$ cat config.mk
export PLATFORM = sky130hd
export DESIGN_NAME = bcd_counter_bank
export DESIGN_NICKNAME = d
export VERILOG_FILES = /design/src/rtl/bcd_pkg.sv /design/src/rtl/bcd_digit_add.sv /design/src/rtl/bcd_counter_bank.sv
export SDC_FILE = /design/constraint.sdc
export NUM_CORES = 1
export LEC_CHECK = 0
export ABC_AREA = 1
export CELL_PAD_IN_SITES_DETAIL_PLACEMENT = 0
export CELL_PAD_IN_SITES_GLOBAL_PLACEMENT = 1
export CORE_ASPECT_RATIO = 0.6
export CORE_MARGIN = 2
export CORE_UTILIZATION = 45
export DETAILED_ROUTE_END_ITERATION = 12
export HOLD_SLACK_MARGIN = 0.03
export PLACE_DENSITY_LB_ADDON = 0.1
export REMOVE_ABC_BUFFERS = 1
export SLEW_MARGIN = 30
export SYNTH_ARGS = -nofsm -noshare
export SYNTH_HDL_FRONTEND = slang
export SYNTH_HIERARCHICAL = 1
export SYNTH_SLANG_ARGS = --single-unit
$ cat constraint.sdc
create_clock -name clk -period 4.8 [get_ports clk]
set_input_delay 1.44 -clock clk [delete_from_list [all_inputs] [get_ports clk]]
set_output_delay 1.44 -clock clk [all_outputs]
set_load 0.05 [all_outputs]
$ cat src/rtl/bcd_pkg.sv
// Shared constants for the BCD counter bank: digit width, BCD limit, FSM encoding.
package bcd_pkg;

    localparam int DIGIT_W = 4;
    localparam logic [DIGIT_W-1:0] BCD_MAX = 4'd9;

    localparam logic [0:0] ST_IDLE = 1'b0;
    localparam logic [0:0] ST_SCAN = 1'b1;

    // Scan index must hold 0..digits so the last digit can be compared cleanly.
    function automatic int idx_width(input int digits);
        return $clog2(digits + 1);
    endfunction

endpackage

$ cat src/rtl/bcd_digit_add.sv
// One-digit BCD adder: value + inc + carry_in, wrapping at ten.
module bcd_digit_add
    import bcd_pkg::*;
(
    input  logic [DIGIT_W-1:0] value_i,
    input  logic               inc_i,
    input  logic               carry_i,
    output logic [DIGIT_W-1:0] result_o,
    output logic               carry_o
);

    logic [DIGIT_W-1:0] sum;

    always_comb begin
        sum = value_i + DIGIT_W'(inc_i) + DIGIT_W'(carry_i);
        if (sum > BCD_MAX) begin
            // sum is 10 or 11 here; adding 6 modulo 16 subtracts 10
            result_o = sum + 4'd6;
            carry_o  = 1'b1;
        end else begin
            result_o = sum;
            carry_o  = 1'b0;
        end
    end

endmodule

$ cat src/rtl/bcd_counter_bank.sv
// Multi-digit BCD counter with a one-digit-per-clock carry scan and a refresh snapshot.
module bcd_counter_bank
    import bcd_pkg::*;
#(
    parameter int unsigned DIGITS = 6
) (
    input  logic                      clk,
    input  logic                      reset,
    input  logic                      inc_pulse,
    input  logic [DIGITS-1:0]         inc_sel,
    input  logic                      ref_pulse,
    input  logic                      clear,
    output logic [DIGIT_W*DIGITS-1:0] count_out,
    output logic                      busy,
    output logic                      overflow
);

    localparam int IDX_W = idx_width(int'(DIGITS));
    localparam logic [IDX_W-1:0] LAST_IDX = IDX_W'(DIGITS - 1);

    logic [0:0]                         state_q, state_d;
    logic [IDX_W-1:0]                   idx_q, idx_d;
    logic [DIGITS-1:0]                  mask_q, mask_d;
    logic                               carry_q, carry_d;
    logic [DIGITS-1:0][DIGIT_W-1:0]     digits_q, digits_d;
    logic [DIGITS-1:0][DIGIT_W-1:0]     count_q, count_d;
    logic                               overflow_q, overflow_d;
    logic                               ref_pending_q, ref_pending_d;

    logic [DIGIT_W-1:0] cur_digit;
    logic               cur_inc;
    logic [DIGIT_W-1:0] add_result;
    logic               add_carry;

    always_comb begin
        cur_digit = '0;
        cur_inc   = 1'b0;
        for (int i = 0; i < int'(DIGITS); i++) begin
            if (idx_q == IDX_W'(i)) begin
                cur_digit = digits_q[i];
                cur_inc   = mask_q[i];
            end
        end
    end

    bcd_digit_add u_digit_add (
        .value_i  (cur_digit),
        .inc_i    (cur_inc),
        .carry_i  (carry_q),
        .result_o (add_result),
        .carry_o  (add_carry)
    );

    always_comb begin
        state_d       = state_q;
        idx_d         = idx_q;
        mask_d        = mask_q;
        carry_d       = carry_q;
        digits_d      = digits_q;
        count_d       = count_q;
        overflow_d    = overflow_q;
        ref_pending_d = ref_pending_q;

        if (clear) begin
            state_d    = ST_IDLE;
            idx_d      = '0;
            mask_d     = '0;
            carry_d    = 1'b0;
            digits_d   = '0;
            overflow_d = 1'b0;
            // A refresh coinciding with clear is deferred so it shows the cleared value
            if (ref_pulse) begin
                ref_pending_d = 1'b1;
            end
        end else if (state_q == ST_IDLE) begin
            if (ref_pending_q) begin
                count_d       = digits_q;
                ref_pending_d = 1'b0;
            end
            if (inc_pulse) begin
                state_d = ST_SCAN;
                idx_d   = '0;
                mask_d  = inc_sel;
                carry_d = 1'b0;
                if (ref_pulse) begin
                    ref_pending_d = 1'b1;
                end
            end else if (ref_pulse) begin
                count_d = digits_q;
            end
        end else begin
            for (int i = 0; i < int'(DIGITS); i++) begin
                if (idx_q == IDX_W'(i)) begin
                    digits_d[i] = add_result;
                end
            end
            carry_d = add_carry;
            idx_d   = idx_q + 1'b1;
            if (idx_q == LAST_IDX) begin
                state_d = ST_IDLE;
                if (add_carry) begin
                    overflow_d = 1'b1;
                end
            end
            if (ref_pulse) begin
                ref_pending_d = 1'b1;
            end
        end
    end

    always_ff @(posedge clk or posedge reset) begin
        if (reset) begin
            state_q       <= ST_IDLE;
            idx_q         <= '0;
            mask_q        <= '0;
            carry_q       <= 1'b0;
            digits_q      <= '0;
            count_q       <= '0;
            overflow_q    <= 1'b0;
            ref_pending_q <= 1'b0;
        end else begin
            state_q       <= state_d;
            idx_q         <= idx_d;
            mask_q        <= mask_d;
            carry_q       <= carry_d;
            digits_q      <= digits_d;
            count_q       <= count_d;
            overflow_q    <= overflow_d;
            ref_pending_q <= ref_pending_d;
        end
    end

    assign count_out = count_q;
    assign busy      = (state_q == ST_SCAN);
    assign overflow  = overflow_q;

endmodule

==> results.md, run 1 <==
- Peak supply drop: 0.000308 V
- Starting Density: 46.6%
- RePlAce Congestion: 0.790
- P&R area growth vs syn: 23.5%
- Commonest non-fill, non-tap cells in the layout: nand2_1, inv_1, dfrtp_1
- Setup violations, final: 0
- RSZ-0062 raised after global routing: no
- Vias/cell: 4.89
- Worst Tran Pin Value: 757 ps
- Sink Count: 61
- DP HPWL: 5060 um
- Slowest cell on crit path: nor2_1
- Worst path most repeated cell: nand2_1
- Total grt overflow: 0
- Initial DRT Pass Iterations: 4
- Max cap viols: 0
- Antenna Cells: 0
- Crit path time final: 3840 ps
- Final std cells w/o fill: 511
- Fin. max-slew vios: 0
- Worst-path fanout max: 10
- Main synth FF type: dfrtp_1
- Clock Latency Late Sink: 340 ps
- Iter 0 DRT Violations: 153
- H-tree levels: 3
- Worst Hold Class: flop to flop
- Worst hold path cell count: 2
- DP Worst Slack: 1050 ps
- Final #Nets: 439
- HP Start: count_out[11]
- Max clock buf depth: 2
- PnR worst setup slack: 963 ps
- CP Launch Type: flop
- Critical Path AT: 4090 ps
- Area of the core: 6680 sq um
- Unique masters post-synth: 27
- GRT Total Usage: 21.6%
- Worst setup path class: flop to flop
- R2R Setup Slk: 960 ps
- Max frequency: 261 MHz
- Vias: 2497
- Drt wl/cell: 14.2 um
- IO buf count: 36
- CTS resizes: 0
- Worst setup path start: idx_q[1]
- Share of cells above drive strength 1: 10.6%
- R2R cell count: 22
- Post-synth EDFFs: 0
- Flops & latches, synth: 61
- Cell count after synthesis: 379
- Die height: 68.4 um
- Commonest non-fill, non-tap cell in the layout: nand2_1
- Largest net degree at the start of global routing: 39
- Crit path cell chain: inv_1 > ha_1 > nand2_1 > clkinv_1 > a21oi_1 > nand2_1 > nand2_1 > inv_1 > fa_1 > inv_1 > ha_1 > nand2_1 > nand2_1 > inv_1 > ha_1 > inv_1 > nand3_1 > nand2_1 > inv_1 > nor2_1 > nand2_1 > o21ai_0
- Row count: 23
- Status: finished clean
- Power density cells: 389 nW/um^2
- Die Span X: 111 um
- Final hold viol count: 0
- DRC viols: 0
- Post-CTS Hold Buffers: 0
- Full die area: 7610 sq um
- Root buffer cell: clkbuf_16
- Setup TNS: 0 ps
- RR Endpoint: digits_q[6]
- Final WL: 7260 um
- First-pass GRT wire length: 12000 um
- Cell total after placement: 496
- R2R Path Start: idx_q[1]
- Register area: 1530 sq um
- Max_slew headroom: 49.3%
- Pleak: 1.78 nW
- Sequential area share after synthesis: 49.1%
- Ports: 37
- Critical path endpoint category: flop
- Mapped Avg Cell Area: 8.20 sq um
- Antenna-violating nets left: 0
- Synthesis Warnings: 6
- Cts bufs inserted: 9
- Area of the multi-input gates: 1190 sq um
- Critical Path RT: 5050 ps
- Max stage delay on crit path: 470 ps
- Setup bufs post-CTS: 0
- Initial antenna violation count: 0
- Filler cells: 627
- CTS tree: yes
- Clock skew after layout: 6.46 ps
- Total power: 1.49 mW
- Hold EP: count_out[11]
- Clock-pin slew on the worst setup and hold paths: 50 ps
- Async S/R FF share, synth: 100%
- Synth Cell Area: 3110 sq um
- Period utilization: 79.9%
- Vias in the first global route: 2360
layout make-up:
| cell class | instances | share of cell area, % |
|---|---|---|
| tap | 87 | 2.83 |
| sequential | 61 | 39.8 |
| timing repair buffer | 38 | 9.78 |
| multi-input combinational | 232 | 31.1 |
| clock inverter | 3 | 1.76 |
| inverter | 78 | 7.89 |
| clock buffer | 12 | 6.94 |
power by group:
part / leakage (nW) / switching, mW / internal, mW / total [mW]
registers: 0.839 / 0.0173 / 0.542 / 0.559
clock network: 0.161 / 0.227 / 0.493 / 0.721
logic: 0.783 / 0.149 / 0.0635 / 0.212
kinds of logic (layout without fill, tap and decap cells):
logic type	count (synthesis)	after routing	synth area share, %
AO/OA/AOI/OAI	83	83	15.9
buffers and inverters	86	131	12.6
adder cells (fa/ha/maj)	8	8	3.46
flip-flops	61	61	49.1
AND/OR/NAND/NOR	141	141	19.0
Yosys cell counts (2+ instances only):
library cell / number / area, sq um
nand3_1: 21 / 105
o21ai_1: 6 / 30.0
inv_1: 73 / 274
o21ai_0: 56 / 280
ha_1: 7 / 87.6
o21ai_2: 11 / 96.3
buf_8: 2 / 30.0
dfrtp_1: 61 / 1530
buf_2: 3 / 15.0
nand2_2: 8 / 50.1
inv_4: 2 / 12.5
nand2_1: 96 / 360
nor2_1: 13 / 48.8
a21oi_1: 6 / 30.0
buf_6: 2 / 22.5
worst max path at each step:
stage | endpoint | slack, ps | depth (start not counted)
after CTS | digits_q[6] | 980 | 22
after global routing | digits_q[6] | 590 | 24
after detailed placement | digits_q[6] | 1050 | 22
after floorplan | digits_q[6] | 1740 | 25
after global placement | digits_q[6] | 1040 | 22
final | digits_q[6] | 960 | 22
layer usage:
metal | track usage [%] | vias to the layer above | share of wire (%)
met3 | 8.41 | 10 | 7.6
met4 | 6.02 | 0 | 1.3
met5 | 0 | - | 0
met1 | 29.8 | 1153 | 50
li1 | - | 1273 | -
met2 | 32.0 | 61 | 42
stage by stage:
stage               util (%)  hold WS (ps)  cell area (sq um)
floorplan                  -           498               3020
global placement        52.5           465               3510
detailed placement      52.5           468               3510
CTS                     57.5           481               3840
global route            57.5           499               3840
finish                  57.5           476               3840
critical path: cells and delay by family, from the launching register on:
family	cells	cell delay, ps
DFF	1	390
adders and majority gates	4	1160
and+or+nand+nor	9	1190
AOI/OAI and AO/OA	2	320
buffers and inverters	7	680
sequential cells by signal (all words and copies together) (netlist names):
register / flops
carry_q: 1
ref_pending_q: 1
busy: 1
count_out: 24
idx_q: 3
mask_q: 6
digits_q: 24
overflow: 1
No activity file was read; power rests on OpenSTA's default activity.
==> run 2: changes to the inputs <==
- CORE_UTILIZATION: 45 -> 37
- clock period: 4.8 -> 3.1 ns (I/O delays scaled with it)
==> results.md, run 2 (synthesis gave the netlist of run 1 again) <==
- Initial antenna violation count: 0 (unchanged)
- RSZ-0062 raised after global routing: yes (was no)
- Worst setup path class: flop to flop (unchanged)
- Die height: 75.0 um (was 68.4 um)
- Max cap viols: 0 (unchanged)
- Hold WS: 479 ps (was 476 ps)
- Max stage delay on crit path: 400 ps (was 470 ps)
- PnR worst setup slack: 109 ps (was 963 ps)
- Starting Density: 38.8% (was 46.6%)
- Pleak: 1.95 nW (was 1.78 nW)
- Worst path most repeated cell: inv_2 (was nand2_1)
- Final WL: 7530 um (was 7260 um)
- Status: finished clean (unchanged)
- Vias in the first global route: 2480 (was 2360)
- Iter 0 DRT Violations: 151 (was 153)
- Power density cells: 526 nW/um^2 (was 389 nW/um^2)
- Clock skew after layout: 4.32 ps (was 6.46 ps)
- Max frequency: 334 MHz (was 261 MHz)
- Worst Tran Pin Value: 694 ps (was 757 ps)
- Peak supply drop: 0.000324 V (was 0.000308 V)
- Row count: 25 (was 23)
- Cell total after placement: 547 (was 496)
- Commonest non-fill, non-tap cell in the layout: nand2_1 (unchanged)
- Cts bufs inserted: 9 (unchanged)
- Area of the core: 8010 sq um (was 6680 sq um)
- Worst Hold Class: flop to flop (unchanged)
- GRT Total Usage: 18.6% (was 21.6%)
- Slowest cell on crit path: dfrtp_1 (was nor2_1)
- Clock-pin slew on the worst setup and hold paths: 50 ps (about the same)
- Critical path endpoint category: flop (unchanged)
- Final #Nets: 471 (was 439)
- Length of routed wiring on met1: 3920 um (was 3600 um)
- Worst setup path start: idx_q[1] (unchanged)
- Max clock buf depth: 2 (unchanged)
- CTS tree: yes (unchanged)
- P&R area growth vs syn: 36.7% (was 23.5%)
- Antenna-violating nets left: 0 (unchanged)
- Vias: 2602 (was 2497)
- Critical Path AT: 3240 ps (was 4090 ps)
- CP Launch Type: flop (unchanged)
- Sink Count: 61 (unchanged)
- HP Start: count_out[11] (unchanged)
- IO buf count: 36 (unchanged)
- Clock Latency Late Sink: 320 ps (was 340 ps)
- Max_slew headroom: 53.2% (was 49.3%)
- RePlAce Congestion: 0.814 (was 0.790)
- WL met3: 442 um (was 549 um)
- Vias/cell: 4.61 (was 4.89)
- DP HPWL: 5550 um (was 5060 um)
- Total grt overflow: 0 (unchanged)
- Commonest non-fill, non-tap cells in the layout: nand2_1, inv_1, dfrtp_1 (unchanged)
- Die Span X: 122 um (was 111 um)
- First-pass GRT wire length: 12600 um (was 12000 um)
- Largest net degree at the start of global routing: 62 (was 39)
- Crit path time final: 2990 ps (was 3840 ps)
- Drt wl/cell: 13.3 um (was 14.2 um)
- Critical Path RT: 3340 ps (was 5050 ps)
- R2R Path Start: idx_q[1] (unchanged)
- Root buffer cell: clkbuf_16 (unchanged)
- H-tree levels: 3 (unchanged)
- Max layer used: met4 (unchanged)
- Setup violations, final: 0 (unchanged)
- Final std cells w/o fill: 565 (was 511)
- Met2 WL post-DR: 3120 um (was 3010 um)
- Fin. max-slew vios: 0 (unchanged)
- Ports: 37 (unchanged)
- Final hold viol count: 0 (unchanged)
- Period utilization: 96.5% (was 79.9%)
- Full die area: 9180 sq um (was 7610 sq um)
- DRC viols: 0 (unchanged)
- Initial DRT Pass Iterations: 4 (unchanged)
- Antenna Cells: 0 (unchanged)
- Worst-path fanout max: 6 (was 10)
- DP Worst Slack: -204 ps (was 1050 ps)
- Share of cells above drive strength 1: 24.7% (was 10.6%)
## run 2: changes by cell type in the layout (fill, tap and decap cells not counted), moves of 7 or more
cell	delta
nand2_1	-7
o21ai_1	+7
o21ai_0	-11
inv_2	+12
inv_1	-11
buf_4	+24
## run 2: final cells by class
type                       count  area (sq um)
timing repair buffer          70           663
tap                          108           135
fill                         809          3760
multi-input combinational    232          1330
clock inverter                 4          47.5
clock buffer                  12           246
inverter                      78           303
sequential                    61          1530
## run 2: worst paths after layout
kind / end / slack, ps / depth (start not counted)
worst max-delay path: digits_q[22] / 110 / 28
worst min-delay path: count_out[11] / 480 / 2
worst max register to register: digits_q[22] / 110 / 28
worst min register to register: count_out[11] / 480 / 2
max in group asynchronous: digits_q[3] / 1830 / 3
min in group asynchronous: count_out[8] / 980 / 3
## run 2: power breakdown
group / switching [mW] / total [mW] / leakage (nW) / internal, mW
Clock: 0.339 / 0.980 / 0.143 / 0.641
Sequential: 0.0274 / 0.866 / 0.839 / 0.839
Combinational: 0.249 / 0.389 / 0.966 / 0.140
## run 2: metrics by stage
step / util [%] / TNS, ps / total power, mW / area (sq um)
2_1_floorplan: - / 0 / 1.09 / 3020
3_3_place_gp: 47.2 / -1330 / 1.24 / 3780
6_report: 53.1 / 0 / 2.24 / 4250
5_1_grt: 53.1 / -1500 / 2.34 / 4250
3_5_place_dp: 47.2 / -2250 / 1.24 / 3780
4_1_cts: 51.3 / 0 / 2.23 / 4110
## run 2: what timing repair did
item                       4_1_cts  5_1_grt
pin swaps                        2       13
hold buffers                     0        0
setup endpoints to repair       18       18
gates resized for setup         11       49
buffers inserted                 1        1
## run 2: routing by layer
layer  global-route usage (%)  vias to the layer above
li1                         -                     1339
met1                     26.8                     1194
met2                     26.9                       65
met3                     5.53                        4
met4                     6.13                        0
met5                        0                        -
## run 2: critical path: cells and delay by family (launching register included)
kind	cells	cell delay, ps
AOI/OAI and AO/OA	1	80
adders and majority gates	4	880
buffers and inverters	10	720
DFF	1	400
and+or+nand+nor	13	830
==> run 3: changes to the inputs <==
- ABC_AREA: 1 -> default
- CORE_UTILIZATION: 37 -> 40
==> results.md, run 3 <==
- Status: finished, violations left (was finished clean)
- Failing checks: negative setup slack
- Worst Hold Class: flop to flop (unchanged)
- PnR worst setup slack: -197 ps (was 109 ps)
- Starting Density: 41.9% (was 38.8%)
- Largest net degree at the start of global routing: 62 (unchanged)
- Area of the multi-input gates: 1580 sq um (was 1330 sq um)
- Critical path endpoint category: flop (unchanged)
- IO buf count: 36 (unchanged)
- DRC viols: 0 (unchanged)
- Placed inst area: 3730 sq um (was 3780 sq um)
- Design area: 4310 sq um (was 4250 sq um)
- Period utilization: 106% (was 96.5%)
- Final WL: 7690 um (was 7530 um)
- Iter 0 DRT Violations: 107 (was 151)
- Root buffer cell: clkbuf_16 (unchanged)
- Synth top cells by count: dfrtp_1, nor2_1, mux2i_1, mux2_4 (was nand2_1, inv_1, dfrtp_1, o21ai_0, nand3_1)
- Length of routed wiring on met1: 4060 um (was 3920 um)
- Clock-pin slew on the worst setup and hold paths: 50 ps (about the same)
- P&R area growth vs syn: 39.1% (was 36.7%)
- Vias in the first global route: 2280 (was 2480)
- Full die area: 8480 sq um (was 9180 sq um)
- Post-CTS Hold Buffers: 0 (unchanged)
- Die Span X: 118 um (was 122 um)
- Register area: 1530 sq um (unchanged)
- Area contributors post-synth: dfrtp_1, mux2_4, mux2i_1 (was dfrtp_1, nand2_1, o21ai_0)
- Drt wl/cell: 17.1 um (was 13.3 um)
- Most common cell in the netlist: dfrtp_1 (was nand2_1)
- Async S/R FF share, synth: 100% (unchanged)
- Post-layout util: 58.3% (was 53.1%)
- Setup TNS: -1550 ps (was 0 ps)
- Post-synth EDFFs: 0 (unchanged)
- WL met3: 416 um (was 442 um)
- Peak supply drop: 0.000297 V (was 0.000324 V)
- Die height: 72.1 um (was 75.0 um)
- Antenna-violating nets left: 0 (unchanged)
- Synth area leader: dfrtp_1 (unchanged)
- Fin. max-slew vios: 0 (unchanged)
- Initial DRT Pass Iterations: 4 (unchanged)
- CTS tree: yes (unchanged)
- Met2 WL post-DR: 3030 um (was 3120 um)
- Max_slew headroom: 65.2% (was 53.2%)
- Synth top area share: 49.3% (was 49.1%)
- Max layer used: met4 (unchanged)
- Area of the core: 7390 sq um (was 8010 sq um)
- Final hold viol count: 0 (unchanged)
- Crit path time final: 3300 ps (was 2990 ps)
- Critical Path AT: 3500 ps (was 3240 ps)
- RePlAce Congestion: 0.907 (was 0.814)
- Share of cells above drive strength 1: 31.8% (was 24.7%)
- Power density cells: 519 nW/um^2 (was 526 nW/um^2)
- Cts bufs inserted: 9 (unchanged)
- H-tree levels: 3 (unchanged)
- RSZ-0062 raised after global routing: yes (unchanged)
- Max frequency: 303 MHz (was 334 MHz)
- GRT Total Usage: 19.9% (was 18.6%)
- Critical Path RT: 3300 ps (was 3340 ps)
- Worst-path fanout max: 5 (was 6)
- Setup violations, final: 18 (was 0)
- Flops & latches, synth: 61 (unchanged)
- First-pass GRT wire length: 12600 um (about the same)
- Synth Cell Area: 3100 sq um (was 3110 sq um)
- Antenna Cells: 0 (unchanged)
- Sequential area share after synthesis: 49.3% (was 49.1%)
- Main synth FF type: dfrtp_1 (unchanged)
- Max cap viols: 0 (unchanged)
- Unique masters post-synth: 42 (was 27)
- Cell total after placement: 427 (was 547)
- Clock skew after layout: 4.16 ps (was 4.32 ps)
- Cell count after synthesis: 275 (was 379)
- Commonest non-fill, non-tap cell in the layout: dfrtp_1 (was nand2_1)
- CP Launch Type: flop (unchanged)
- DP HPWL: 5150 um (was 5550 um)
- Mapped Avg Cell Area: 11.3 sq um (was 8.20 sq um)
- Worst Tran Pin Value: 521 ps (was 694 ps)
- Max clock buf depth: 2 (unchanged)
- Initial antenna violation count: 0 (unchanged)
- Ports: 37 (unchanged)
- Final std cells w/o fill: 450 (was 565)
- Pleak: 2.02 nW (was 1.95 nW)
- Commonest non-fill, non-tap cells in the layout: dfrtp_1, clkdlybuf4s50_1, nor2_1 (was nand2_1, inv_1, dfrtp_1)
- Row count: 24 (was 25)
- Vias: 2309 (was 2602)
- Sink Count: 61 (unchanged)
- Worst setup path class: flop to flop (unchanged)
- Total power: 2.24 mW (about the same)
- Final #Nets: 360 (was 471)
- Total grt overflow: 0 (unchanged)
- Clock Latency Late Sink: 330 ps (was 320 ps)
- Synthesis Warnings: 6 (unchanged)
- Vias/cell: 5.13 (was 4.61)
- Filler cells: 662 (was 809)
[run 3: changes by cell type after synthesis, sizes merged, moves of 8 or more]
cell / before / now
o21ai: 74 / 8
a21oi: 6 / 14
nand2: 105 / 17
mux2: 0 / 25
nand3b: 0 / 9
mux2i: 0 / 27
inv: 77 / 17
nor2: 13 / 34
nand3: 22 / 5
[run 3: layout make-up]
class	instances	area share, %
clock buffer	13	6.28
clock inverter	3	2.09
inverter	17	1.48
multi-input combinational	181	36.6
sequential	61	35.5
tap	104	3.02
timing repair buffer	71	15.1
[run 3: path summary, 6_finish.rpt]
check | start | endpoint | slack, ps | depth (start not counted)
worst max-delay path | idx_q[1] | digits_q[2] | -200 | 17
worst min-delay path | count_out[3] | count_out[3] | 500 | 1
worst max register to register | idx_q[1] | digits_q[2] | -200 | 17
worst min register to register | count_out[3] | count_out[3] | 500 | 1
max in group asynchronous | reset | busy | 1850 | 3
min in group asynchronous | reset | count_out[20] | 970 | 3
[run 3: report_power, final]
part | leakage [nW] | switching [mW] | internal, mW
Sequential | 0.843 | 0.00946 | 0.809
Combinational | 1.00 | 0.124 | 0.0966
Clock | 0.176 | 0.345 | 0.850
Total | 2.02 | 0.479 | 1.76
[run 3: logic make-up after synthesis]
family	Yosys count	synth area share, %
xor gates and xnor gates	2	0.566
muxes	52	20.4
DFF	61	49.3
adders and majority gates	8	3.48
and+or+nand+nor	77	11.8
AOI/OAI and AO/OA	42	9.46
buffers and inverters	33	5.01
[run 3: per-stage QoR]
| step | hold WS, ps | setup slack (ps) |
|---|---|---|
| 2_1_floorplan | 488 | -519 |
| 3_3_place_gp | 489 | -376 |
| 3_5_place_dp | 495 | -569 |
| 4_1_cts | 507 | -219 |
| 5_1_grt | 522 | -370 |
| 6_report | 501 | -197 |
[run 3: worst max-delay path, cell delays in order (launching register included)]
cell      delay, ps
dfrtp_1         410
ha_2            200
ha_4            150
or2_4           250
a221oi_2        170
a221o_1         170
inv_2            50
fa_2            390
inv_2            90
ha_4            170
xnor2_4          90
ha_4            310
a21oi_2          50
a31oi_1         190
o221ai_2        130
buf_4           170
mux2i_1         150
nor2_1           60
[run 3: timing repair]
action / 4_1_cts / 5_1_grt
pin swaps: 15 / 15
setup endpoints to repair: 18 / 20
resized for setup: 24 / 12
cloned: 0 / 0
buffers inserted: 4 / 3
hold endpoints to repair: 0 / 0
[run 3: per-layer routing]
layer	global-route usage, %	vias up
li1	-	1095
met4	8.70	0
met3	6.13	17
met1	29.8	1131
met5	0	-
met2	26.1	66
